`config.mk`:
```
export PLATFORM = sky130hd
export DESIGN_NAME = alu_cmd_sequencer
export DESIGN_NICKNAME = d
export VERILOG_FILES = /design/src/rtl/alu_cmd_sequencer.sv
export SDC_FILE = /design/constraint.sdc
export NUM_CORES = 1
export LEC_CHECK = 0
export ABC_AREA = 1
export CAP_MARGIN = 0
export CELL_PAD_IN_SITES_DETAIL_PLACEMENT = 1
export CELL_PAD_IN_SITES_GLOBAL_PLACEMENT = 1
export CORE_MARGIN = 1.5
export CORE_UTILIZATION = 41
export DETAILED_ROUTE_END_ITERATION = 10
export GPL_TIMING_DRIVEN = 0
export MAX_ROUTING_LAYER = met4
export PLACE_DENSITY = 0.9
export SLEW_MARGIN = 40
export SYNTH_ARGS = -nofsm -noshare
export SYNTH_HDL_FRONTEND = slang
export SYNTH_SLANG_ARGS = --single-unit
```
`constraint.sdc`:
```
create_clock -name clk -period 2.5 [get_ports clk]
set_clock_uncertainty 0.15 [all_clocks]
set_input_delay 0.5 -clock clk [delete_from_list [all_inputs] [get_ports clk]]
set_output_delay 0.5 -clock clk [all_outputs]
set_load 0.03 [all_outputs]
```
`src/rtl/alu_cmd_sequencer.sv`:
```
// Command sequencer for the 4-bit ALU: queues host commands in a small FIFO, owns the
// accumulator and sticky flags, and repeats each ALU operation rep+1 times.
module alu_cmd_sequencer #(
  parameter int unsigned DEPTH = 4,
  parameter int unsigned PTR_W = 2
) (
  input  logic       clk,
  input  logic       rst,
  input  logic       cmd_valid,
  output logic       cmd_ready,
  input  logic [2:0] cmd_op,
  input  logic [3:0] cmd_data,
  input  logic [1:0] cmd_rep,
  input  logic       cmd_load,
  output logic [3:0] alu_n1,
  output logic [3:0] alu_n2,
  output logic [2:0] alu_op,
  input  logic [3:0] alu_x,
  input  logic [1:0] alu_ccr,
  output logic [3:0] acc,
  output logic       flag_c,
  output logic       flag_v,
  input  logic       clr_flags,
  output logic       busy,
  output logic       done
);

  typedef enum logic [1:0] {StIdle, StExec, StFin} state_e;

  localparam int unsigned EntW = 10;
  localparam logic [PTR_W:0] Full = (PTR_W + 1)'(DEPTH);

  state_e            r_state, w_state_d;
  logic [EntW-1:0]   r_mem [DEPTH];
  logic [PTR_W-1:0]  r_wptr, r_rptr;
  logic [PTR_W:0]    r_count;
  logic [2:0]        r_cur_op;
  logic [3:0]        r_cur_data;
  logic [1:0]        r_cnt;
  logic [3:0]        r_acc;
  logic              r_flag_c, r_flag_v;

  logic              w_full, w_empty, w_push, w_pop, w_exec;
  logic [EntW-1:0]   w_head;

  // Entry layout: {op[9:7], data[6:3], rep[2:1], load[0]}
  assign w_full  = (r_count == Full);
  assign w_empty = (r_count == '0);
  assign w_push  = cmd_valid && !w_full;
  assign w_pop   = (r_state == StIdle) && !w_empty;
  assign w_exec  = (r_state == StExec);
  assign w_head  = r_mem[r_rptr];

  always_comb begin
    w_state_d = r_state;
    case (r_state)
      StIdle:  if (w_pop) w_state_d = w_head[0] ? StFin : StExec;
      StExec:  if (r_cnt == '0) w_state_d = StFin;
      StFin:   w_state_d = StIdle;
      default: w_state_d = StIdle;
    endcase
  end

  always_ff @(posedge clk) begin
    if (w_push) r_mem[r_wptr] <= {cmd_op, cmd_data, cmd_rep, cmd_load};
  end

  always_ff @(posedge clk) begin
    if (rst) begin
      r_state    <= StIdle;
      r_wptr     <= '0;
      r_rptr     <= '0;
      r_count    <= '0;
      r_cur_op   <= '0;
      r_cur_data <= '0;
      r_cnt      <= '0;
      r_acc      <= '0;
      r_flag_c   <= 1'b0;
      r_flag_v   <= 1'b0;
    end else begin
      r_state <= w_state_d;
      if (w_push) r_wptr <= r_wptr + 1'b1;
      if (w_pop)  r_rptr <= r_rptr + 1'b1;
      if (w_push && !w_pop)      r_count <= r_count + 1'b1;
      else if (!w_push && w_pop) r_count <= r_count - 1'b1;

      if (w_pop) begin
        r_cur_op   <= w_head[9:7];
        r_cur_data <= w_head[6:3];
        r_cnt      <= w_head[2:1];
        if (w_head[0]) r_acc <= w_head[6:3];
      end

      if (w_exec) begin
        r_acc <= alu_x;
        if (r_cnt != '0) r_cnt <= r_cnt - 1'b1;
        // A flag raised by this write survives a simultaneous clear.
        r_flag_c <= (r_flag_c & ~clr_flags) | alu_ccr[1];
        r_flag_v <= (r_flag_v & ~clr_flags) | alu_ccr[0];
      end else if (clr_flags) begin
        r_flag_c <= 1'b0;
        r_flag_v <= 1'b0;
      end
    end
  end

  assign cmd_ready = !w_full;
  assign alu_n1    = r_acc;
  assign alu_n2    = r_cur_data;
  assign alu_op    = w_exec ? r_cur_op : 3'b000;
  assign acc       = r_acc;
  assign flag_c    = r_flag_c;
  assign flag_v    = r_flag_v;
  assign busy      = (r_state != StIdle) || !w_empty;
  assign done      = (r_state == StFin);

endmodule

```
== After elaboration in Yosys (flattened, before gate mapping) ==
Memory sizes are Yosys's and may differ from the RTL's. A register that Yosys moved wholly into a read port is not among the register bits.
Index checks and enable logic that the tools add are counted.
Cells by class
  add/subtract/negate cells: 5
  multipliers: 0
  div/mod/pow operators: 0
  $lt $le $gt $ge: 0
  eq/ne operators: 5
  shift operators: 0
  multiplexer cells: 20
  bitwise gates (word level): 5
  reduce and logical (&&, ||, !) cells: 20
Operators by type and width (number)
  2-bit two-way mux: 8
  4-bit two-way mux: 3
  2-bit nonzero test: 6
  3-bit two-way mux: 3
  1-bit two-way mux: 5
  2-bit by 1-bit adder with 2-bit output (second input constant): 2
  1-bit logical AND: 4
  1-bit zero test: 4
  2-bit zero test: 2
  2-bit one-hot mux with 2 select lines: 1
  2-bit AND reduction: 2
  3-bit by 1-bit adder with 3-bit output (second input constant): 1
  3-bit equality test (second input constant): 1
  3-bit zero test: 1
  3-bit by 1-bit subtractor with 3-bit output (second input constant): 1
  1-bit AND: 2
  2-bit by 1-bit equality test with 1-bit output (second input constant): 1
  2-bit equality test (second input constant): 1
  2-bit by 1-bit != test with 1-bit output (second input constant): 1
  2-bit != test (second input constant): 1
  1-bit OR: 2
  2-bit by 1-bit subtractor with 2-bit output (second input constant): 1
  1-bit logical OR: 1
  1-bit inverter: 1
Word-level totals
  flip-flop bits (word level): 24
  bits in latches: 0
  RAM bits: 40
  memory bits (read-only): 0
  input port bits: 20
  output and inout port bits: 20
  memories kept: 1
Memory list
  r_mem: words 4, bits a word 10, rd ports 1, clocked after memory_dff 1, wr ports 1, RTL line 34  | logic [EntW-1:0] r_mem [DEPTH];

== Longest topological paths before layout ==
  depth after elaboration: 7
  depth in mapped cells: 11
  mapped depth without buffers: 11

== Least setup slack after synthesis ==
OpenSTA, ideal clock, no wires.
  kind: flip-flop to flip-flop
  start point: register r_count[0]
  end point: register r_count[2]
  setup time: 122 ps
  arrival time: 1998 ps
  data required time: 2228 ps
  path slack: 230 ps
  stages on the path, launching flop included: 12
  path buffers: 0
  period minus slack after synthesis: 2270 ps
  cell sequence: dfxtp_1 -> nor2_4 -> nand2_1 -> nand2_1 -> inv_1 -> ha_1 -> inv_1 -> fa_1 -> a21oi_1 -> o21ai_0 -> o21ai_0 -> a21oi_1
Between the ends
  cells in the longest elaborated chain, start to end: 6
  elaborated cells between the ends (all ways): 15
  those cells by class: add/sub (2); eq/ne (1); mux (2); reduce/logical (10)
Ends and longest elaborated chain
  start, declared: RTL line 36  | logic [PTR_W:0] r_count;
  start signal, assigned: RTL line 84  | if (w_push && !w_pop) r_count <= r_count + 1'b1;
  start signal, assigned: RTL line 85  | else if (!w_push && w_pop) r_count <= r_count - 1'b1;
  3-bit equality test *: RTL line 47  | assign w_full = (r_count == Full);
  1-bit zero test *
  via cmd_ready: RTL line 10  | output logic cmd_ready,
  1-bit logical AND *: RTL line 49  | assign w_push = cmd_valid && !w_full;
  via w_push: RTL line 43  | logic w_full, w_empty, w_push, w_pop, w_exec;
  1-bit zero test: RTL line 85
  1-bit logical AND: RTL line 85
  2-bit nonzero test (no source line)
Mark *: on every way through the listed nets, which the timed path passes. The rest lies on a longest branch. The select of a mux whose other input is x is not followed.
A chain may end at the register's enable or synchronous reset.

== Worst setup path in the final report ==
  start point: register r_state[1]
  end point: output port busy
Between the ends
  cells in the longest elaborated chain, start to end: 2
Ends and longest elaborated chain
  start, declared: RTL line 33  | state_e r_state, w_state_d;
  start signal, assigned: RTL line 70  | r_state <= StIdle;
  start signal, assigned: RTL line 81  | r_state <= w_state_d;
  2-bit nonzero test: RTL line 114  | assign busy = (r_state != StIdle) || !w_empty;
  1-bit logical OR: RTL line 114
  end, declared: RTL line 24  | output logic busy,
Every way passes these cells.

==> run metrics <==
status=finished with violations; Slew Viols, Final=0; P_sw=0.00182 W; num ports=40; RSZ-0062 raised after global routing=false; routed wl met2=3460 um; Comb pwr share=44.1%; register area share after synthesis=62.1%; ys async rst share=0%; die height=between 80 and 90 um; hold crit path type=register to register; Max Cap Viol=0; Achievable Freq=420 MHz; sequential share of power=34.0%; post-synthesis mux area share=0%; Slowest cell on crit path=clkdlybuf4s50_1; WL/cell=16.6 um; DP HPWL=between 4000 and 5000 um; failing checks=DRC; global-route wire length before repair=~11,000 um; yosys warns=0; register area=approximately 1700 um2; Layout Area Growth over Synthesis=25.1%; Post-CTS Setup Inserts=0; register-to-register setup slack=300 ps; gr usage total=20.6%; critical path endpoint category=output pin; Nets=355; Arrival @ worst endpoint=between 1500 and 2000 ps; Syn Inst Count=279; diode count=0; vias per inst=5.17; fraction of layout cells with a size suffix above 1=15.0%; Finish-stage setup viols=0; syn_area_per_cell=9.93 um2; Post-Syn Nets=305; H-tree Lvls=3; FP Rows=29; Net Sw Frac=41.0%; Int Power=between 0.002 and 0.003 W; largest stage delay on the critical path=690 ps; DR WL met3=285 um; CTS tree=done; final period utilization=95.1%; Post-Synth Simple-Gate Area=roughly 18%; CTS clk-pin slew, worst paths=70 ps; FF+latch count, synth=66; root buf cell=clkbuf_8; ys flop type=edfxtp_1; routed wire length=between 6000 and 7000 um; Final Util=53.9%; clock latency on the worst-skew pair=330 ps; family with the most delay on the worst path=buffers and inverters; post-route worst setup slack=122 ps; Final Hold Fails=0; CTS Buf Count=9; initial antenna violation count=0; largest family of logic cells by synthesized area=simple AND/OR/NAND/NOR gates; Pre-antenna DRT Iters=7; fin crit period=2380 ps; area post-placement=3270 um2; clock sinks=66; Final Wtd Congestion=approximately 0.79; Post-synth EDFFs=40; Post-Synthesis Cell Area=about 2800 um2; fraction of the mapped netlist area in adder cells=about 3%; post-route cell area=3460 um2; pre-CTS setup slack=-167 ps; critical path startpoint category=register; PwrDens=1280 nW/um2; Final TNS setup=0 ps; Worst R2R End=r_count[2]$_SDFFE_PP0P_; worst-margin pin slew=about 690 ps; Residual DRC=3; top layer in use=met4; WP buf/inv=3; Initial Util=between 40% and 50%; largest net degree at the start of global routing=12; die footprint=between 7000 and 8000 um2; core area=~6400 um2; GRT overflow=0; DR vias=2,124; port buffer count=39; start point of the worst hold path=flag_v$_SDFFE_PP0P_; Leak=around 1.4 nW; Distinct cells, synth=24; die width=85.2 um; Max-slew headroom=54.2%; Worst Reg2Reg Path Length in Cells=11; multi-input logic area=872 um2; worst-path fanout max=3; Max clock buf depth=2; Fill cells=711; WL met1=2920 um; CP Data Required Time=1850 ps; hold worst-path end=flag_v$_SDFFE_PP0P_; IR drop worst, VDD=between 0.0004 and 0.0005 V; cell mode on critical path=inv_2; r2r startpoint=r_count[0]$_SDFFE_PP0P_; Initial DRC Count=approximately 100; crit-path cells=inv_2 -> nand2_2 -> inv_2 -> nand3_1 -> clkdlybuf4s50_1; XOR/XNOR share of the synthesized area=less than 1%; vias in the first global route=2,268; clock share of power=21.9%; Crit Path Category=register to output pin; Power, Total=0.00445 W; hold depth=2; antenna-violating nets left=0; Synth Area in Compound Gates=9.35%
## cell families (layout without fill, tap and decap cells)
| kind of cell | Yosys count | in the layout |
|---|---|---|
| XOR/XNOR | 1 | 1 |
| AND/OR/NAND/NOR | 118 | 118 |
| buffers and inverters | 40 | 95 |
| AO/OA/AOI/OAI | 48 | 48 |
| adder cells (fa/ha/maj) | 6 | 6 |
| flip-flops | 66 | 66 |
## power groups by stage
stage / Combinational, W / Clock [W] / Sequential [W]
after floorplan: 0.00122 / 0 / 0.00160
after global placement: 0.00183 / 0 / 0.00152
after detailed placement: 0.00195 / 0 / 0.00154
after CTS: 0.00197 / 0.000989 / 0.00152
after global routing: 0.00216 / 0.00103 / 0.00154
final: 0.00196 / 0.000974 / 0.00151
## cells in the mapped netlist (2+ instances only)
library cell | count | area share [%]
nand2_1 | 48 | 6.5
dfxtp_1 | 26 | 19
nand3_1 | 18 | 3.3
a31oi_1 | 3 | 0.68
inv_2 | 7 | 0.95
buf_6 | 2 | 0.81
o21ai_1 | 13 | 2.3
a21oi_1 | 17 | 3.1
nor2_4 | 2 | 0.81
edfxtp_1 | 40 | 43
nand2_2 | 3 | 0.68
o21ai_0 | 13 | 2.3
buf_4 | 5 | 1.4
nand3_2 | 3 | 1.1
ha_1 | 5 | 2.3
buf_2 | 4 | 0.72
nor2_1 | 43 | 5.8
inv_1 | 21 | 2.8
## registers in the layout (all words and copies together) (netlist names), named ones only
signal / cells
r_mem: 40
acc: 4
alu_n2: 4
r_count: 3
r_cur_op: 3
r_cnt: 2
r_rptr: 2
r_state: 2
r_wptr: 2
flag_c: 1
flag_v: 1
## through the flow
stage	hold WS [ps]	std cells
after floorplan	292	279
after global placement	303	395
after detailed placement	322	395
after CTS	333	411
after global routing	360	411
final	328	411
## per-layer routing
metal	vias to the layer above	track usage [%]
li1	1026	-
met1	1027	23.5
met2	52	33.9
met3	19	3.79
met4	0	12.2
met5	-	-
## layout by cell type, fill, tap and decap left out, types with 5 or more instances in the layout
cell             Yosys  layout
o21ai_1             13      13
a21oi_1             17      17
inv_1               21      21
edfxtp_1            40      40
buf_4                5       5
nor2_1              43      39
inv_2                7       7
nand3_1             18      18
clkdlybuf4s50_1      0      36
ha_1                 5       5
dfxtp_1             26      26
o21ai_0             13      13
clkbuf_8             0       9
nand2_1             48      47
## worst max-delay path by stage
stage / start / endpoint / cells after the start
after floorplan: r_count[0]$_SDFFE_PP0P_ / r_count[2]$_SDFFE_PP0P_ / 11
after global placement: cmd_valid / r_mem[3][4]$_DFFE_PP_ / 3
after detailed placement: cmd_valid / r_count[2]$_SDFFE_PP0P_ / 10
after CTS: r_state[0]$_SDFFE_PP0P_ / alu_op[2] / 6
after global routing: r_state[1]$_SDFFE_PP0P_ / busy / 5
final: r_state[1]$_SDFFE_PP0P_ / busy / 5
## what timing repair did
action	in CTS	in global routing
setup endpoints to repair	3	4
hold buffers	0	0
resized for setup	3	7
## worst min-delay path, stage by stage (launching register included)
cell and delay, ps:
dfxtp_1 320, nand2_1 60, a21oi_1 60
## layout make-up
class / count / share of cell area (%)
Sequential cell: 66 / 49.7
Multi-Input combinational cell: 173 / 25.2
Timing Repair Buffer: 39 / 10.8
Clock buffer: 11 / 3.79
Inverter: 28 / 3.03
Tap cell: 77 / 2.78
Buffer: 12 / 2.42
Clock inverter: 5 / 2.28
Note: power is estimated with default switching activity, not from simulation.
